$ cat src/rtl/present_sbox_compress_stage_if.sv
// present_sbox_compress_stage_if
//   Handshake and data bundle between a masked PRESENT S-box term generator,
//   the compression stage and its consumer.
//   Signals:
//     in_valid / in_ready   : term word handshake (producer -> stage)
//     terms [N_FUNC*9]      : term t of function f at bit f*9+t
//     rnd [N_FUNC*2]        : fresh randomness, two bits per function
//     rnd_valid / rnd_ack   : randomness offer / consumption
//     out_valid / out_ready : output share handshake (stage -> consumer)
//     sh0, sh1, sh2         : output shares, bit f = function f
//   Modports: slave = compression stage view, master = producer/consumer view.
interface present_sbox_compress_stage_if #(
    parameter int N_FUNC = 4
);
    logic                  in_valid;
    logic                  in_ready;
    logic [N_FUNC*9-1:0]   terms;
    logic [N_FUNC*2-1:0]   rnd;
    logic                  rnd_valid;
    logic                  rnd_ack;
    logic                  out_valid;
    logic                  out_ready;
    logic [N_FUNC-1:0]     sh0;
    logic [N_FUNC-1:0]     sh1;
    logic [N_FUNC-1:0]     sh2;

    modport slave (
        input  in_valid, terms, rnd, rnd_valid, out_ready,
        output in_ready, rnd_ack, out_valid, sh0, sh1, sh2
    );

    modport master (
        output in_valid, terms, rnd, rnd_valid, out_ready,
        input  in_ready, rnd_ack, out_valid, sh0, sh1, sh2
    );
endinterface

$ cat src/rtl/present_sbox_compress_stage.sv
// present_sbox_compress_stage
//   Downstream stage of the 3-share, second-order masked PRESENT S-box.
//   Stage 1 registers the raw component-function terms (glitch barrier).
//   Stage 2 XOR-compresses each function's 9 terms into 3 shares, optionally
//   refreshes them with fresh randomness, and registers the result.
//   Ports:
//     clk      : rising-edge clock
//     rst      : synchronous active-high reset
//     bus      : slave side of present_sbox_compress_stage_if (terms in,
//                randomness in, shares out, all valid/ready handshaked)
//     sbox_cnt : number of S-box outputs delivered, wraps at 16 bits
//   Parameters:
//     N_FUNC   : coordinate functions per S-box
//     REFRESH  : 1 adds randomness refresh in stage 2, 0 ignores rnd
module present_sbox_compress_stage #(
    parameter int N_FUNC  = 4,
    parameter bit REFRESH = 1'b1
) (
    input  logic                         clk,
    input  logic                         rst,
    present_sbox_compress_stage_if.slave bus,
    output logic [15:0]                  sbox_cnt
);
    localparam int TERM_W = N_FUNC * 9;

    logic              s1_valid;
    logic [TERM_W-1:0] s1_terms;
    logic              s1_advance;
    logic              rnd_ok;
    logic              in_ready;
    logic              out_valid;
    logic [N_FUNC-1:0] sh0;
    logic [N_FUNC-1:0] sh1;
    logic [N_FUNC-1:0] sh2;
    logic [N_FUNC-1:0] c0;
    logic [N_FUNC-1:0] c1;
    logic [N_FUNC-1:0] c2;
    logic [N_FUNC-1:0] sh0_next;
    logic [N_FUNC-1:0] sh1_next;
    logic [N_FUNC-1:0] sh2_next;

    // Without refresh, stage 2 never waits on randomness.
    assign rnd_ok     = !REFRESH || bus.rnd_valid;
    assign s1_advance = s1_valid && (!out_valid || bus.out_ready) && rnd_ok;
    assign in_ready   = !rst && (!s1_valid || s1_advance);

    assign bus.in_ready  = in_ready;
    assign bus.rnd_ack   = REFRESH && !rst && s1_advance;
    assign bus.out_valid = out_valid;
    assign bus.sh0       = sh0;
    assign bus.sh1       = sh1;
    assign bus.sh2       = sh2;

    // Compression works only on registered terms; each share's tree sees
    // just its own three terms plus randomness, never another share index.
    always_comb begin
        c0       = '0;
        c1       = '0;
        c2       = '0;
        sh0_next = '0;
        sh1_next = '0;
        sh2_next = '0;
        for (int unsigned f = 0; f < N_FUNC; f++) begin
            c0[f] = s1_terms[f*9+0] ^ s1_terms[f*9+1] ^ s1_terms[f*9+2];
            c1[f] = s1_terms[f*9+3] ^ s1_terms[f*9+4] ^ s1_terms[f*9+5];
            c2[f] = s1_terms[f*9+6] ^ s1_terms[f*9+7] ^ s1_terms[f*9+8];
            if (REFRESH) begin
                // r0 and r1 each appear in exactly two shares, so the
                // unmasked value sh0^sh1^sh2 is unchanged.
                sh0_next[f] = c0[f] ^ bus.rnd[2*f];
                sh1_next[f] = c1[f] ^ bus.rnd[2*f+1];
                sh2_next[f] = c2[f] ^ bus.rnd[2*f] ^ bus.rnd[2*f+1];
            end else begin
                sh0_next[f] = c0[f];
                sh1_next[f] = c1[f];
                sh2_next[f] = c2[f];
            end
        end
    end

    always_ff @(posedge clk) begin
        if (rst) begin
            s1_valid  <= 1'b0;
            s1_terms  <= '0;
            out_valid <= 1'b0;
            sh0       <= '0;
            sh1       <= '0;
            sh2       <= '0;
            sbox_cnt  <= '0;
        end else begin
            if (bus.in_valid && in_ready) begin
                s1_valid <= 1'b1;
                s1_terms <= bus.terms;
            end else if (s1_advance) begin
                s1_valid <= 1'b0;
            end

            // A load in the same cycle as a handshake replaces the data
            // and keeps out_valid asserted.
            if (s1_advance) begin
                out_valid <= 1'b1;
                sh0       <= sh0_next;
                sh1       <= sh1_next;
                sh2       <= sh2_next;
            end else if (bus.out_ready) begin
                out_valid <= 1'b0;
            end

            if (out_valid && bus.out_ready) begin
                sbox_cnt <= sbox_cnt + 16'd1;
            end
        end
    end
endmodule

$ cat src/flat_wrapper.sv
// flat-port wrapper written by rule: the top's interface ports become plain ports
module present_sbox_compress_stage_flat 
#(
    parameter int N_FUNC  = 4,
    parameter bit REFRESH = 1'b1
)
  (clk, rst, sbox_cnt, bus_in_valid, bus_terms, bus_rnd, bus_rnd_valid, bus_out_ready, bus_in_ready, bus_rnd_ack, bus_out_valid, bus_sh0, bus_sh1, bus_sh2);
  present_sbox_compress_stage_if #(.N_FUNC(N_FUNC)) bus_i ();
  input  logic clk;
  input  logic rst;
  output logic [15:0] sbox_cnt;
  input wire logic [$bits(bus_i.in_valid)-1:0] bus_in_valid;
  input wire logic [$bits(bus_i.terms)-1:0] bus_terms;
  input wire logic [$bits(bus_i.rnd)-1:0] bus_rnd;
  input wire logic [$bits(bus_i.rnd_valid)-1:0] bus_rnd_valid;
  input wire logic [$bits(bus_i.out_ready)-1:0] bus_out_ready;
  output wire logic [$bits(bus_i.in_ready)-1:0] bus_in_ready;
  output wire logic [$bits(bus_i.rnd_ack)-1:0] bus_rnd_ack;
  output wire logic [$bits(bus_i.out_valid)-1:0] bus_out_valid;
  output wire logic [$bits(bus_i.sh0)-1:0] bus_sh0;
  output wire logic [$bits(bus_i.sh1)-1:0] bus_sh1;
  output wire logic [$bits(bus_i.sh2)-1:0] bus_sh2;
  assign bus_i.in_valid = bus_in_valid;
  assign bus_i.terms = bus_terms;
  assign bus_i.rnd = bus_rnd;
  assign bus_i.rnd_valid = bus_rnd_valid;
  assign bus_i.out_ready = bus_out_ready;
  assign bus_in_ready = bus_i.in_ready;
  assign bus_rnd_ack = bus_i.rnd_ack;
  assign bus_out_valid = bus_i.out_valid;
  assign bus_sh0 = bus_i.sh0;
  assign bus_sh1 = bus_i.sh1;
  assign bus_sh2 = bus_i.sh2;
  present_sbox_compress_stage #(.N_FUNC(N_FUNC), .REFRESH(REFRESH)) u_core (.clk(clk), .rst(rst), .bus(bus_i), .sbox_cnt(sbox_cnt));
endmodule
$ cat config.mk
export PLATFORM = sky130hd
export DESIGN_NAME = present_sbox_compress_stage_flat
export DESIGN_NICKNAME = d
export VERILOG_FILES = /design/src/rtl/present_sbox_compress_stage_if.sv /design/src/rtl/present_sbox_compress_stage.sv /design/src/flat_wrapper.sv
export SDC_FILE = /design/constraint.sdc
export NUM_CORES = 1
export LEC_CHECK = 0
export CAP_MARGIN = 0
export CORE_MARGIN = 4
export CORE_UTILIZATION = 35
export CTS_CLUSTER_SIZE = 10
export DETAILED_ROUTE_END_ITERATION = 8
export SKIP_LAST_GASP = 1
export SYNTH_ARGS = -nofsm -noshare
export SYNTH_HDL_FRONTEND = slang
export SYNTH_SLANG_ARGS = --single-unit
$ cat constraint.sdc
create_clock -name clk -period 1.6 [get_ports clk]
set_input_delay 0.16 -clock clk [delete_from_list [all_inputs] [get_ports clk]]
set_output_delay 0.16 -clock clk [all_outputs]
set_load 0.1 [all_outputs]
==> results of run 1 <==
## routing by layer
layer  share of wire [%]  wire length, um  global-route usage (%)  up-vias
met2                  45             2910                    20.3       56
li1                    -                -                       -     1179
met1                  47             3020                    17.3     1022
met3                 6.0              385                    3.62       10
met4                 1.7              109                    6.05        0
met5                   0                0                       0        -
## worst min-delay path: cells and delay by family
| kind | cells | cell delay [ns] |
|---|---|---|
| buffers and inverters | 2 | 0.34 |
| and+or+nand+nor | 1 | 0.12 |
## cells in the final DEF, fill, tap and decap left out, types with 2 or more instances in the layout
cell type / n
clkbuf_8: 9
xor2_1: 25
xnor3_1: 4
nor4_1: 2
dfxtp_2: 4
a21oi_1: 12
clkinvlp_4: 3
clkdlybuf4s50_1: 47
dfxtp_1: 51
nand3_1: 7
mux2_4: 30
inv_1: 3
nand4_1: 4
or3_1: 3
mux2_1: 6
buf_4: 14
a211oi_1: 8
buf_12: 35
nor3_1: 2
nor2_1: 20
o21ai_1: 2
and4_1: 2
dfxtp_4: 11
clkinv_2: 2
nor2b_1: 36
xnor2_1: 17
nand2_1: 16
## worst paths after layout
check / startpoint / end / slack [ns] / cells past startpoint
worst max-delay path: u_core.bus.out_valid$_SDFFE_PP0P_ / u_core.s1_terms[3]$_SDFFE_PP0P_ / -0.003 / 5
worst min-delay path: rst / u_core.s1_valid$_SDFFE_PP0P_ / 0.33 / 3
worst max register to register: u_core.bus.out_valid$_SDFFE_PP0P_ / u_core.s1_terms[3]$_SDFFE_PP0P_ / -0.003 / 5
worst min register to register: u_core.bus.sh2[3]$_SDFFE_PP0P_ / u_core.bus.sh2[3]$_SDFFE_PP0P_ / 0.49 / 2
## layout make-up
type	instances	area (sq um)
fill	797	3940
multi-input combinational	210	1730
sequential	66	1370
timing repair buffer	98	1300
tap	108	135
clock buffer	9	124
clock inverter	7	68.8
inverter	3	11.3
## power breakdown
part | switching (mW) | internal (mW)
Combinational | 0.418 | 0.495
Clock | 0.644 | 0.714
Sequential | 0.0689 | 1.72
Total | 1.13 | 2.93
## synthesized netlist by cell type (all sizes together) (3+ instances only)
cell type / n / area, sq um
xnor3: 4 / 90.1
inv: 3 / 11.3
nor2: 21 / 78.8
nor2b: 37 / 231
a21oi: 13 / 65.1
nand2: 16 / 60.1
nand3: 8 / 45.0
mux2: 36 / 518
dfxtp: 66 / 1320
clkbuf: 9 / 33.8
buf: 4 / 45.0
or3: 3 / 18.8
xnor2: 17 / 149
a211oi: 8 / 60.1
xor2: 25 / 219
nand4: 4 / 25.0
nor4: 3 / 25.0
## through the flow
stage                     total power [mW]  area, sq um  hold slack (ns)  util [%]
after floorplan                       2.41         3190            0.277         -
final                                 4.06         4730            0.325      54.6
after CTS                             4.13         4730            0.304      54.5
after global routing                  4.27         4730            0.314      54.6
after global placement                2.73         4500            0.479      51.8
after detailed placement              2.74         4500            0.485      51.8
## logic make-up after synthesis
family,Yosys count
adders and majority gates,1
muxes,36
AOI/OAI and AO/OA,26
and+or+nand+nor,101
DFF,66
xor gates and xnor gates,46
buffers and inverters,16
## flip-flops by register name, indices dropped and copies added, names as in the netlist
name and cells:
u_core.bus.out_valid 1, u_core.bus.sh0 4, u_core.bus.sh1 4, u_core.bus.sh2 4
u_core.s1_terms 36, u_core.s1_valid 1, u_core.sbox_cnt 16
## repair_timing
action | CTS | global route
buffers inserted | 4 | 0
hold buffers | 0 | 0
endpoints found under the hold margin | 0 | 0
gates resized for setup | 2 | 1
pin swaps | 2 | 0
setup endpoints to repair | 27 | 39
==> flow_metrics.env, run 1 <==
export IMPL_cp_start_kind="flip-flop"
export IMPL_post_drt_via_cell_ratio=4.52
export IMPL_synth_fa_ha_area_share_pct=0.403
export IMPL_cts_buffer_depth=2
export IMPL_drc_errors=0
export IMPL_rsz0062_at_grt="yes"
export IMPL_power_density_nw_per_um2=858
export IMPL_synth_cell_type_count=32
export IMPL_synth_top_family_by_area="simple AND/OR/NAND/NOR gates"
export IMPL_fp_coreArea_sq_um=8680
export IMPL_worstMarginPinSlew_ns=0.308
export IMPL_setup_violations=3
export IMPL_synth_async_sr_flop_share_pct=0
export IMPL_routedWlPerCell_um=12.8
export IMPL_path_cells="or2b_1 -> nand3_4 -> a211o_2 -> buf_4 -> mux2_1"
export IMPL_syn_inst=292
export IMPL_fmax_mhz=624
export IMPL_slowest_stage="a211o_2"
export IMPL_ys_seq_area_share_pct=42.6
export IMPL_finalCriticalPeriod_ns=1.60
export IMPL_hold_viol=0
export IMPL_grt_max_degree=70
export IMPL_leakagePower_nw=1.96
export IMPL_slew_viol_final=0
export IMPL_gp_congestion=0.759
export IMPL_synth_edff_count=0
export IMPL_totalWireLength_mm=6.42
export IMPL_dp_cells=481
export IMPL_yosysWarnings=0
export IMPL_outcome="finished with violations"
export IMPL_io_pin_count=80
export IMPL_buffer_ports_inserted=79
export IMPL_violations="negative setup slack"
export IMPL_dpl_hpwl_mm=4.70
export IMPL_fin_cells=501
export IMPL_dieHeight_um=102
export IMPL_cp_end_kind="flip-flop"
export IMPL_grt_pass1_wl_mm=10.7
export IMPL_num_rows=34
export IMPL_track_usage_pct=13.2
export IMPL_vdd_drop_max_mv=0.479
export IMPL_worstSkewPairLatency_ns=0.33
export IMPL_drtIter0Drc=27
export IMPL_critPathArrivalTime_ns=1.82
export IMPL_fin_ws_ns=-0.00271
export IMPL_postSynthAreaPerCell_sq_um=10.6
export IMPL_ys_seq_elements=66
export IMPL_yosys_area_share_simple_pct=17.5
export IMPL_max_slew_margin_pct=79.3
export IMPL_critPathTopFamily="compound AO/OA/AOI/OAI gates"
export IMPL_dr_total_vias=2267
export IMPL_syn_num_nets=342
export IMPL_min_path_type="in -> reg"
export IMPL_finalSetupTns_ns=-0.00552
export IMPL_grt_antenna_before_repair=0
export IMPL_drive_above_1_share_pct=30.0
export IMPL_ys_flop_type="dfxtp_1"
export IMPL_clock_skew_ns=0.00724
export IMPL_fin_crit_sh_pct=100
export IMPL_cts_sinks=66
export IMPL_place_ws_ns=-0.331
export IMPL_max_stage_delay_ns=0.37
export IMPL_clock_root_buffer="clkbuf_8"
export IMPL_cts_tree="done"
export IMPL_synthXorXnorAreaFrac_pct=14.8
export IMPL_cp_required_ns=1.82
export IMPL_grt_pass1_vias=2290
export IMPL_grt_overflow_total=0
export IMPL_cp_max_fo=6
export IMPL_timing_critical_path_buf_inv=1
export IMPL_netlist_area_sq_um=3100
export IMPL_ant_nets=0
export IMPL_synth_area_mux_share_pct=16.7
export IMPL_syn2layout_area_growth_pct=52.5
export IMPL_nets=438
export IMPL_maxCapViolCount=0
export IMPL_start_util_pct=35.8
export IMPL_dieArea_sq_um=10400
export IMPL_cts_max_level=3
export IMPL_clk_pin_slew_ns=0.07
export IMPL_dr_pass1_iters=5
export IMPL_synth_compound_area_share_pct=5.16
export IMPL_num_antenna_cells=0
export IMPL_cts_made_buffers=9
export IMPL_die_width_um=102
export IMPL_crit_type="reg -> reg"
Power figures use the tool's default switching activity.
==> inputs of run 2 (changes only) <==
- SLEW_MARGIN: unset -> 20
==> results of run 2 <==
No change in the layout: final DEF, timing and power equal those of run 1.
==> inputs of run 3 (changes only) <==
- GPL_TIMING_DRIVEN: unset -> 0
- SLEW_MARGIN: 20 -> unset
==> run 3 against run 2 <==
  * The run still ends with negative setup slack left
  * Register-to-register slack worse by 0.08 ns
  * Setup slack got worse by 0.079 ns
  * Hold slack better by 0.0011 ns
  * Clock skew is essentially flat
  * First-iteration DRC count grew 33%
  * Sequential power about the same
  * Cell area shrank 4.9%
  * Total power is 2.2% higher
  * Die area did not move
  * Non-clock buffer count is 2 higher
  * Highest routed layer unchanged
==> flow_metrics.env, run 3 (same netlist as run 1, synthesis figures left out) <==
export IMPL_drive_above_1_share_pct=29.9
export IMPL_cts_buffer_depth=2
export IMPL_fp_coreArea_sq_um=8680
export IMPL_min_path_type="in -> reg"
export IMPL_die_width_um=102
export IMPL_grt_antenna_before_repair=0
export IMPL_top_register="u_core.s1_terms"
export IMPL_buffer_ports_inserted=79
export IMPL_num_rows=34
export IMPL_drc_errors=0
export IMPL_power_density_nw_per_um2=921
export IMPL_hold_viol=0
export IMPL_nets=440
export IMPL_num_antenna_cells=0
export IMPL_multi_input_area_sq_um=1750
export IMPL_outcome="finished with violations"
export IMPL_largest_reg_flops=36
export IMPL_place_ws_ns=-1.46
export IMPL_grt_overflow_total=0
export IMPL_violations="negative setup slack"
export IMPL_grt_most_used_layer="met2"
export IMPL_critPathArrivalTime_ns=1.91
export IMPL_dieHeight_um=102
export IMPL_hold_buffers=0
export IMPL_worstSkewPairLatency_ns=0.34
export IMPL_hp_start="bus_out_ready"
export IMPL_grt_max_degree=12
export IMPL_fin_crit_sh_pct=105
export IMPL_dr_pass1_iters=4
export IMPL_cp_end_kind="flip-flop"
export IMPL_clk_pin_slew_ns=0.07
export IMPL_crit_type="reg -> reg"
export IMPL_dieArea_sq_um=10400
export IMPL_maxCapViolCount=0
export IMPL_start_util_pct=35.8
export IMPL_grt_pass1_vias=2222
export IMPL_met2_usage_pct=21.2
export IMPL_routedWlPerCell_um=13.5
export IMPL_cts_made_buffers=9
export IMPL_rsz0062_at_grt="yes"
export IMPL_dr_total_vias=2293
export IMPL_fin_ws_ns=-0.0817
export IMPL_grt_pass1_wl_mm=10.9
export IMPL_startpoint="u_core.bus.out_valid$_SDFFE_PP0P_"
export IMPL_fillers=810
export IMPL_syn2layout_area_growth_pct=45.1
export IMPL_gr_usage_met1_pct=17.8
export IMPL_met3_usage_pct=3.69
export IMPL_finalSetupTns_ns=-2.65
export IMPL_final_common_cell="dfxtp_1"
export IMPL_cp_max_fo=10
export IMPL_cts_tree="done"
export IMPL_cts_max_level=3
export IMPL_ant_nets=0
export IMPL_track_usage_pct=13.7
export IMPL_utilization_pct=51.9
export IMPL_clock_skew_ns=0.00699
export IMPL_totalWireLength_mm=6.79
export IMPL_post_drt_via_cell_ratio=4.56
export IMPL_leakagePower_nw=1.84
export IMPL_cp_start_kind="flip-flop"
export IMPL_drtIter0Drc=36
export IMPL_mostFrequentLayoutCells="dfxtp_1 (50), clkdlybuf4s50_1 (46), nor2b_1 (37), mux2_4 (34), clkdlybuf4s15_2 (30)"
export IMPL_setup_violations=35
export IMPL_reg_top3="u_core.s1_terms: 36 flops, u_core.sbox_cnt: 16 flops"
export IMPL_max_slew_margin_pct=62.1
export IMPL_dpl_hpwl_mm=4.98
export IMPL_io_pin_count=80
export IMPL_fmax_mhz=595
export IMPL_finalCriticalPeriod_ns=1.68
export IMPL_cp_required_ns=1.82
export IMPL_cts_sinks=66
export IMPL_vdd_drop_max_mv=0.377
export IMPL_slew_viol_final=0
export IMPL_regArea_sq_um=1370
export IMPL_r2r_start="u_core.bus.out_valid$_SDFFE_PP0P_"
export IMPL_worstMarginPinSlew_ns=0.570
export IMPL_gp_congestion=0.715
export IMPL_clock_root_buffer="clkbuf_8"
-- run 3: cell types whose count changed in the layout (fill, tap and decap cells not counted), sizes merged, moves of 2 or more --
cell / change
clkinvlp: -2
clkdlybuf4s15: +30
buf: -35
clkbuf: +8
-- run 3: report_power, final --
group | leakage (nW) | switching, mW | internal, mW
registers | 0.552 | 0.0584 | 1.72
logic | 1.19 | 0.432 | 0.445
clock network | 0.104 | 0.625 | 0.867
total | 1.84 | 1.11 | 3.04
-- run 3: final cells by class --
cell class                 instances  share of cell area [%]
timing repair buffer              87                    20.3
sequential                        66                    30.4
clock buffer                      10                    2.83
buffer                            13                    2.61
multi-input combinational        210                    38.8
inverter                           3                   0.250
clock inverter                     6                    1.81
tap                              108                    3.00
-- run 3: metal layers --
layer / vias up / share of wire (%)
li1: 1172 / -
met3: 10 / 6.5
met1: 1051 / 46
met5: - / 0
met4: 0 / 1.5
met2: 60 / 46
-- run 3: timing repair --
item	in CTS	in global routing
pin swaps	0	1
gates resized for setup	119	13
cloned	0	0
setup buffers	6	2
endpoints found under the setup margin	96	45
-- run 3: path summary, 6_finish.rpt --
check,to,slack [ns],depth (start not counted)
min reg2reg,u_core.bus.sh2[2]$_SDFFE_PP0P_,0.45,2
min,u_core.sbox_cnt[1]$_SDFFE_PP0P_,0.33,3
max,u_core.s1_terms[6]$_SDFFE_PP0P_,-0.08,6
max reg2reg,u_core.s1_terms[6]$_SDFFE_PP0P_,-0.08,6
-- run 3: worst max-delay path, cell delays in order (launching register included) --
cell	delay, ns
dfxtp_4	0.34
or2b_1	0.20
nand3_4	0.13
a211o_1	0.30
buf_8	0.16
buf_12	0.15
mux2_4	0.29
-- run 3: through the flow --
step                instances  hold WS (ns)  cell area [sq um]  power (mW)
floorplan                 292         0.277               3190        2.41
global placement          479         0.442               4120        2.66
detailed placement        479         0.450               4120        2.67
CTS                       501         0.302               4450        4.19
global route              503         0.351               4500        4.32
finish                    503         0.326               4500        4.15
